### src/rtl/led_matrix_scanner.sv
// led_matrix_scanner
//   Time-multiplexed LED matrix row scanner. Each row gets GAP_TICKS enable
//   ticks of blanking (so the previous row's column drive cannot ghost onto the
//   next row) followed by DWELL_TICKS ticks of drive. The pattern is latched
//   once per frame, on the blank->drive edge of row 0, so the display never
//   shows half of one pattern and half of another.
//
// Ports
//   clk          single clock, rising edge
//   rst_n        asynchronous active-low reset
//   enable       scan tick; nothing advances on clocks where it is low
//   blank        forces outputs off in the same cycle, scan keeps running
//   segments     pattern, row r / column c at bit ROWS*COLS-1-(r*COLS+c)
//   rows         active-high row drive, row r at bit ROWS-1-r
//   cols         column drive, column c at bit COLS-1-c, polarity COL_ACTIVE_LOW
//   frame_start  one-clock pulse on the clock after each pattern capture
module led_matrix_scanner #(
  parameter int ROWS           = 3,
  parameter int COLS           = 3,
  parameter int DWELL_TICKS    = 1,
  parameter int GAP_TICKS      = 1,
  parameter int COL_ACTIVE_LOW = 1
) (
  input  logic                 clk,
  input  logic                 rst_n,
  input  logic                 enable,
  input  logic                 blank,
  input  logic [ROWS*COLS-1:0] segments,
  output logic [ROWS-1:0]      rows,
  output logic [COLS-1:0]      cols,
  output logic                 frame_start
);

  localparam int N     = ROWS * COLS;
  localparam int MAXT  = (DWELL_TICKS > GAP_TICKS) ? DWELL_TICKS : GAP_TICKS;
  localparam int CNT_W = (MAXT > 1) ? $clog2(MAXT) : 1;
  localparam int ROW_W = $clog2(ROWS);

  localparam logic [CNT_W-1:0] GAP_LAST   = CNT_W'(GAP_TICKS - 1);
  localparam logic [CNT_W-1:0] DWELL_LAST = CNT_W'(DWELL_TICKS - 1);
  localparam logic [ROW_W-1:0] ROW_LAST   = ROW_W'(ROWS - 1);
  localparam logic [COLS-1:0]  COLS_OFF   = {COLS{COL_ACTIVE_LOW != 0}};

  typedef enum logic {
    ST_BLANK = 1'b0,
    ST_DRIVE = 1'b1
  } state_e;

  state_e           state_q, state_d;
  logic [CNT_W-1:0] cnt_q, cnt_d;
  logic [ROW_W-1:0] row_q, row_d;
  logic [N-1:0]     fb_q, fb_d;
  logic             frame_start_q, frame_start_d;

  always_ff @(posedge clk or negedge rst_n) begin
    if (!rst_n) begin
      state_q       <= ST_BLANK;
      cnt_q         <= '0;
      row_q         <= '0;
      fb_q          <= '0;
      frame_start_q <= 1'b0;
    end else begin
      state_q       <= state_d;
      cnt_q         <= cnt_d;
      row_q         <= row_d;
      fb_q          <= fb_d;
      frame_start_q <= frame_start_d;
    end
  end

  // Next-state: everything holds unless enable is high.
  always_comb begin
    state_d       = state_q;
    cnt_d         = cnt_q;
    row_d         = row_q;
    fb_d          = fb_q;
    frame_start_d = 1'b0;
    if (enable) begin
      case (state_q)
        ST_BLANK: begin
          if (cnt_q == GAP_LAST) begin
            state_d = ST_DRIVE;
            cnt_d   = '0;
            // Only the entry into row 0 latches a new pattern.
            if (row_q == '0) begin
              fb_d          = segments;
              frame_start_d = 1'b1;
            end
          end else begin
            cnt_d = cnt_q + 1'b1;
          end
        end
        ST_DRIVE: begin
          if (cnt_q == DWELL_LAST) begin
            state_d = ST_BLANK;
            cnt_d   = '0;
            row_d   = (row_q == ROW_LAST) ? '0 : row_q + 1'b1;
          end else begin
            cnt_d = cnt_q + 1'b1;
          end
        end
        default: state_d = ST_BLANK;
      endcase
    end
  end

  // Output decode straight from registered state; blank gates combinationally.
  logic [ROWS-1:0] row_hot;
  logic [COLS-1:0] row_bits;
  logic            drive_on;

  always_comb begin
    row_hot  = '0;
    row_bits = '0;
    for (int r = 0; r < ROWS; r++) begin
      if (row_q == ROW_W'(r)) begin
        row_hot[ROWS-1-r] = 1'b1;
        row_bits          = fb_q[N-1-r*COLS -: COLS];
      end
    end
    drive_on = (state_q == ST_DRIVE) && !blank;
    rows     = drive_on ? row_hot : '0;
    if (!drive_on)               cols = COLS_OFF;
    else if (COL_ACTIVE_LOW != 0) cols = ~row_bits;
    else                         cols = row_bits;
  end

  assign frame_start = frame_start_q;

endmodule

### config.mk
export PLATFORM = sky130hd
export DESIGN_NAME = led_matrix_scanner
export DESIGN_NICKNAME = d
export VERILOG_FILES = /design/src/rtl/led_matrix_scanner.sv
export SDC_FILE = /design/constraint.sdc
export NUM_CORES = 1
export LEC_CHECK = 0
export BUFFER_PORTS_ARGS = -buffer_cell sky130_fd_sc_hd__buf_2
export CORE_AREA = 5 5 42 44
export DETAILED_ROUTE_END_ITERATION = 7
export DIE_AREA = 0 0 47 49
export PLACE_DENSITY = 0.82
export SLEW_MARGIN = 40
export SYNTH_ARGS = -nofsm -noshare
export SYNTH_HDL_FRONTEND = slang
export SYNTH_SLANG_ARGS = --single-unit
### constraint.sdc
create_clock -name clk -period 2.06 [get_ports clk]
set_clock_uncertainty 0.15 [all_clocks]
set_input_delay 0 -clock clk [delete_from_list [all_inputs] [get_ports clk]]
set_output_delay 0 -clock clk [all_outputs]
set_load 0.05 [all_outputs]
# Word level (Yosys, flattened, before mapping)
# Cells that the tools add are included.
dict set report totals {
  out_inout_bits 7
  regBits 14
  input_bits 13
  n_memories 0
  latch_bits 0
  mem_bits_rw 0
  romBits 0
  elab_cells 33
}
dict set report classes {
  mul 0
  mux 16
  reduce_logical 5
  magnitude_cmp 0
  div 0
  n_bitwise 3
  eq_ne 2
  shifts 0
  add_sub_neg 2
}
# op n
set ops {}
lappend ops {{$mux W3} 5}
lappend ops {{$mux W1} 9}
lappend ops {{$reduce_and A4 Y1} 1}
lappend ops {{$not A3 Y3} 1}
lappend ops {{$reduce_and A3 Y1} 1}
lappend ops {{$add A2 B1 Y2 const B} 1}
lappend ops {{$eq A2 B1 Y1 const B} 1}
lappend ops {{$eq A2 B2 Y1 const B} 1}
lappend ops {{$logic_not A2 Y1} 1}
lappend ops {{$mux W2} 1}
lappend ops {{$not A1 Y1} 2}
lappend ops {{$pmux W1 S2} 1}
lappend ops {{$add A1 B1 Y1 const B} 1}
lappend ops {{$logic_and A1 B1 Y1} 1}
lappend ops {{$logic_not A1 Y1} 1}

# Depth between registers and ports, before layout
# Gate-level depths: netlist of the first run.
dict set report depth {
  ltp_word 6
  ltp_mapped 4
  depth_no_buf 3
}

# Worst setup path after synthesis of the first run
# No wires, ideal clock.
dict set report synth_path {
  kind {register -> output}
  from {register row_q[0]}
  to {output cols[0]}
  stages_incl_launch_ff 4
  path_buffers 1
  t_required_ps 1910
  slack_ps -57
  arrival_ps 1967
  path_cell_list {dfrtp_1 -> buf_2 -> mux2_2 -> o21ai_0}
}
dict set report synth_via {
  elab_chain_len 6
}
# element line
set synth_rtl {}
lappend synth_rtl {{from (decl)} 51} ;# logic [ROW_W-1:0] row_q, row_d;
lappend synth_rtl {{from (signal assigned)} 65} ;# row_q <= row_d;
lappend synth_rtl {{$logic_not A2 Y1} 116} ;# if (row_q == ROW_W'(r)) begin
lappend synth_rtl {{$mux W3 (2 in series)} 116}
lappend synth_rtl {{$mux W3 *} 116}
lappend synth_rtl {{$not A3 Y3 *} 124} ;# else if (COL_ACTIVE_LOW != 0) cols = ~row_bits;
lappend synth_rtl {{$mux W3 *} 123} ;# if (!drive_on) cols = COLS_OFF;
lappend synth_rtl {{to (decl)} 30} ;# output logic [COLS-1:0] cols,
# Every way passes the cells marked *; elsewhere a longest branch is shown, timed or not.

# Final worst setup path of the first run
dict set report layout_path {
  from {register row_q[0]}
  to {output cols[2]}
}
# The elaborated chain is that of the path after synthesis.

==> summary.txt, run 1 <==
Die
  – FP Rows: 14
  – IO Count: 20
  – Die Height: 49 um
  – Initial Utilization: 0.433
  – Core Region: 0.00140 mm^2
  – Die X: 47 um
  – Die ar.: 0.00230 mm^2

Job
  – Number of max-cap violations: 0

STA
  – Slew HR: 0.745
  – Post-layout min period: about 1800 ps
  – Final Max Slew Viols: 0
  – Tcrit/Tclk final: 0.863
  – Final-report hold violation count: 0
  – Worst-margin pin slew: 382 ps
  – Setup TNS: 0 ps
  – RSZ-0062 raised after global routing: false
  – Setup violators final: 0
  – Hold slack: 335 ps
  – FMAX: 563 MHz

Cells and area
  – Layout cells sized above 1: 0.440
  – Antenna diodes: 0
  – Nets: 98
  – P&R area growth vs syn: 43.9%

Logic synthesis
  – Most common cell in the netlist: dfrtp_1
  – Synth area leader: dfrtp_1
  – Synth top area cells: dfrtp_1, mux2_2, nand2b_1, o21ai_0, a21oi_1
  – Ys Warns: 0
  – Sequential area share after synthesis: 0.536
  – Synth Register Bits: 13
  – Syn avg cell area: 12.4 um^2
  – Synthesized Nets: 62
  – Syn Inst Count: 49
  – Asr flop ratio synth: 1.00
  – Top cell type's share of synthesized area: 0.536
  – Post-synth top cells: dfrtp_1, mux2_2, nand2b_1, o21ai_0, a21oi_1
  – Count of cell types in the netlist: 15
  – Ys flop type: dfrtp_1
  – Post-Syn Area: 607 um^2
  – Post-synth EDFFs: 0

Worst setup path
  – Crit. path cell count: 3
  – Reg-to-Reg Start: row_q[1]
  – Crit path DAT: 1630 ps
  – Crit-path leading delay family: flip-flops
  – Nature of the critical path startpoint: flop
  – Critical-path cell list: mux2_2 -> o21ai_0 -> buf_2
  – Worst reg2reg path depth: 3
  – CP max stage cell: dfrtp_1
  – R2r setup slk: between 300 and 400 ps
  – Critical path buffers and inverters: 1
  – Worst-path maximum fanout: 12
  – Setup CP Type: reg -> out
  – CP Capture Point: cols[2]
  – Worst reg2reg endpoint: fb_q[8]
  – Worst path max stage delay: between 500 and 600 ps
  – Crit end category: primary output
  – Crit path launch: row_q[0]
  – Worst EP required: 1910 ps

Placed design
  – Gpl congestion: 0.716
  – Detailed placement HPWL: 980 um
  – IO buf count: 19

CTS
  – Worst skew pair latency: 260 ps
  – Root Buffer: clkbuf_4
  – Post-CTS Setup Bufs: 0
  – CTS tree: yes
  – CTS buffer count: 3
  – H-tree depth: 1
  – # hold bufs at CTS: 13
  – CTS Buffer Depth: 2
  – CTS clk-pin slew, worst paths: 70 ps
  – # clock sinks: 13
  – # resized after CTS: 0

GRT
  – Pin count of the biggest net entering global routing: 13
  – Initial antenna violation count: 0
  – GRT overflow: 0
  – First-pass GRT wire length: 2430 um
  – GRT Util Overall: 0.144
  – Vias in the first global route: 550

Min path
  – Hold Crit Start: enable
  – Hold Path Class: in -> reg

Route
  – Drt wl/cell: 14.5 um
  – Drt via density: 4.89
  – DRC: 0
  – Final antenna-violating net count: 0
  – Drt pass-1 iters: 4
  – Vias: 489
  – Drt first-iter violations: 12
  – Final WL: roughly 1400 um

Power
  – P_leak: a little over 0.4 nW
  – PD cells: 1360 mW/mm^2
  – VDD IR-drop max: 735 uV

Status
  – Status: completed
-- worst min-delay path, stage by stage --
cell and delay, ps:
dlygate4sd3_1 520, buf_2 130, xor2_1 60
-- placed cells by master (no fill, tap or decap), drive strengths merged --
cell type / n
a21o: 1
a21oi: 3
buf: 21
clkbuf: 4
dfrtp: 13
dlygate4sd3: 13
mux2: 12
nand2: 2
nand2b: 5
nor2: 1
nor3: 2
nor3b: 1
nor4b: 1
o21ai: 4
xor2: 1
-- metrics by stage --
stage	worst slack [ps]	area, um^2	std cells	power (mW)	utilization
global route	180	873	100	1.27	0.623
floorplan	106	607	49	0.895	-
detailed placement	429	717	83	1.02	0.512
finish	283	873	100	1.18	0.623
global placement	472	717	83	0.989	0.512
CTS	277	873	100	1.19	0.623
-- cell families after synthesis --
| group | Yosys count | synth area share |
|---|---|---|
| flops | 13 | 0.536 |
| mux | 12 | 0.223 |
| simple gates | 12 | 0.124 |
| compound gates | 8 | 0.0701 |
| buf+inv | 3 | 0.0330 |
| xor+xnor | 1 | 0.0144 |
-- sequential cells by signal, summed over array words and instances, names as in the netlist --
name and flops:
frame_start 1, state_q 1, row_q 2, fb_q 9
-- worst min-delay path by stage --
stage | endpoint | slack, ps | cells after the start
floorplan | fb_q[0] | -450 | 0
global placement | fb_q[7] | -260 | 1
detailed placement | fb_q[7] | -250 | 1
CTS | state_q | 330 | 3
global route | fb_q[3] | 350 | 3
finish | state_q | 330 | 3
-- where the power goes --
| group | total (mW) | internal, mW | switching, mW |
|---|---|---|---|
| clock | 0.145 | 0.0747 | 0.0707 |
| combinational | 0.539 | 0.251 | 0.288 |
| sequential | 0.499 | 0.379 | 0.120 |
| total | 1.18 | 0.705 | 0.479 |
-- routing by layer --
metal | track usage | part of all wire | up-vias
met3 | 0.0258 | 0.044 | 4
li1 | - | - | 244
met1 | 0.182 | 0.44 | 224
met2 | 0.231 | 0.49 | 17
met5 | 0 | 0 | -
met4 | 0.0599 | 0.027 | 0
-- cell type report --
type	instances	area, um^2
clock buffer	4	26.3
fill	120	528
multi-input combinational	33	262
sequential	13	325
tap	16	20.0
timing repair buffer	34	240
Note: power is estimated with default switching activity, not from simulation.
==> inputs of run 2 (changes only) <==
--- a/config.mk
+++ b/config.mk
@@ -10,6 +10,7 @@
 export DETAILED_ROUTE_END_ITERATION = 7
 export DIE_AREA = 0 0 47 49
 export PLACE_DENSITY = 0.82
+export RECOVER_POWER = 100
 export SLEW_MARGIN = 40
 export SYNTH_ARGS = -nofsm -noshare
 export SYNTH_HDL_FRONTEND = slang
==> summary.txt, run 2 (synthesis gave the netlist of run 1 again) <==
STA
  – Slew HR: 0.597 (-0.148)
  – Worst-margin pin slew: 607 ps (+225 ps)
  – Post-layout min period: 1810 ps (+28.2 ps)
  – Setup violators final: 0 (unchanged)
  – Hold slack: 335 ps (+0.300 ps)
  – Final Max Slew Viols: 0 (unchanged)
  – RSZ-0062 raised after global routing: false
  – Final-report hold violation count: 0 (unchanged)
  – Setup TNS: 0 ps (unchanged)
  – Fin worst setup slack: 255 ps (-28.2 ps)
  – Tcrit/Tclk final: 0.876 (+0.0137)
  – FMAX: 554 MHz (-1.6%)

Route
  – DRC: 0 (unchanged)
  – M1 WL: 632 um (+0.16%)
  – Drt pass-1 iters: 4 (unchanged)
  – Drt via density: 4.85 (-0.82%)
  – Met3 WL post-DR: 64 um (unchanged)
  – Drt first-iter violations: 8 (-4)
  – Top Metal Used: met4
  – Drt wl/cell: 14.5 um (about the same)
  – Final WL: 1450 um (about the same)
  – Vias: 485 (-0.82%)
  – Wire length on met2: 707 um (-0.70%)
  – Final antenna-violating net count: 0 (unchanged)

Cells and area
  – Top Registers: fb_q: 9 flops, row_q: 2 flops
  – Area of the multi-input gates: 255 um^2 (-2.4%)
  – Seq. cell area: 325 um^2 (unchanged)
  – Layout cells sized above 1: 0.381 (-0.0595)
  – Biggest register: fb_q
  – FILL cells: 122 (+1.7%)
  – P&R area growth vs syn: 42.1%
  – Final design area excluding fillers: 862 um^2 (-1.3%)
  – Commonest non-fill, non-tap cells in the layout: dfrtp_1, dlygate4sd3_1, mux2_2, buf_2
  – Non-filler cells, final: 100 (unchanged)
  – Max reg flops: 9 (unchanged)
  – Antenna diodes: 0 (unchanged)
  – Nets: 98 (unchanged)

Placed design
  – DP Worst Slack: 429 ps (unchanged)
  – Gpl congestion: 0.716 (unchanged)
  – Detailed placement HPWL: 980 um (unchanged)
  – Dpl cell area: 717 um^2 (unchanged)
  – IO buf count: 19 (unchanged)
  – Placed cells: 83 (unchanged)

Worst setup path
  – Worst-path maximum fanout: 12 (unchanged)
  – Worst EP required: 2060 ps (+150 ps)
  – Crit end category: flop
  – Nature of the critical path startpoint: flop
  – Worst path max stage delay: 500 ps (-70 ps)
  – Critical-path cell list: nor4b_1 -> buf_4 -> mux2_2
  – CP max stage cell: dfrtp_1
  – Setup CP Type: reg -> reg
  – Crit path DAT: 1800 ps (+170 ps)

Status
  – Status: completed

Die
  – FP Rows: 14 (unchanged)
  – Core Region: 0.00140 mm^2 (unchanged)
  – IO Count: 20 (unchanged)
  – Die X: 47 um (unchanged)
  – Die Height: 49 um (unchanged)
  – Initial Utilization: 0.433 (unchanged)
  – Die ar.: 0.00230 mm^2 (unchanged)

Min path
  – Hold Path Class: in -> reg

GRT
  – Initial antenna violation count: 0 (unchanged)
  – GRT overflow: 0 (unchanged)
  – Pin count of the biggest net entering global routing: 13 (unchanged)
  – First-pass GRT wire length: 2430 um (unchanged)
  – Vias in the first global route: 550 (unchanged)
  – GRT Util Overall: 0.144 (unchanged)

CTS
  – CTS Buffer Depth: 2 (unchanged)
  – # resized after CTS: 0 (unchanged)
  – CTS clk-pin slew, worst paths: 70 ps (about the same)
  – # clock sinks: 13 (unchanged)
  – H-tree depth: 1 (unchanged)
  – CTS tree: yes
  – CTS buffer count: 3 (unchanged)
  – Root Buffer: clkbuf_4
  – Worst skew pair latency: 260 ps (about the same)

Job
  – Number of max-cap violations: 0 (unchanged)

Power
  – PD cells: 1360 mW/mm^2 (+0.53%)
  – P_leak: 0.389 nW (-3.7%)
  – VDD IR-drop max: 730 uV (-0.69%)
## run 2: changes by cell type in the layout (fill, tap and decap cells not counted)
cell | previous run | this run
buf_2 | 19 | 12
clkbuf_1 | 1 | 5
clkbuf_2 | 0 | 3
nor4b_1 | 0 | 1
nor4b_2 | 1 | 0
## run 2: power by group
part / internal (mW) / total, mW / switching [mW] / leakage (nW)
combinational: 0.242 / 0.530 / 0.288 / 0.218
clock: 0.0748 / 0.149 / 0.0745 / 0.0150
sequential: 0.379 / 0.495 / 0.116 / 0.157
total: 0.696 / 1.17 / 0.478 / 0.389
## run 2: per-layer routing
metal	vias to the layer above	GRT usage
met2	17	0.231
li1	242	-
met5	-	0
met1	222	0.182
met4	0	0.0599
met3	4	0.0258
## run 2: cell type report
type,instances,share of cell area
sequential,13,0.377
multi-input combinational,33,0.296
timing repair buffer,34,0.273
clock buffer,4,0.0305
tap,16,0.0232
## run 2: critical path, delay by kind of cell (launching register included)
family	cells	cell delay, ps
flip-flops	1	500
AND/OR/NAND/NOR	1	480
multiplexers	1	340
buffers and inverters	1	230
## run 2: repair_timing
item | CTS | global route
buffers inserted | 0 | 0
hold endpoints to repair | 25 | 0
hold buffers | 13 | 0
## run 2: path summary, 6_finish.rpt
check	from	end	slack, ps	cells after the start
hold reg to reg	fb_q[1]	fb_q[1]	360	1
setup / recovery	row_q[1]	fb_q[8]	250	3
min in group asynchronous	rst_n	row_q[1]	480	3
setup reg to reg	row_q[1]	fb_q[8]	250	3
max in group asynchronous	rst_n	fb_q[3]	310	4
hold / removal	enable	state_q	340	3
## run 2: metrics by stage
step                utilization  power, mW
floorplan                     -      0.895
global placement          0.512      0.989
detailed placement        0.512       1.02
CTS                       0.623       1.19
global route              0.615       1.26
finish                    0.615       1.17
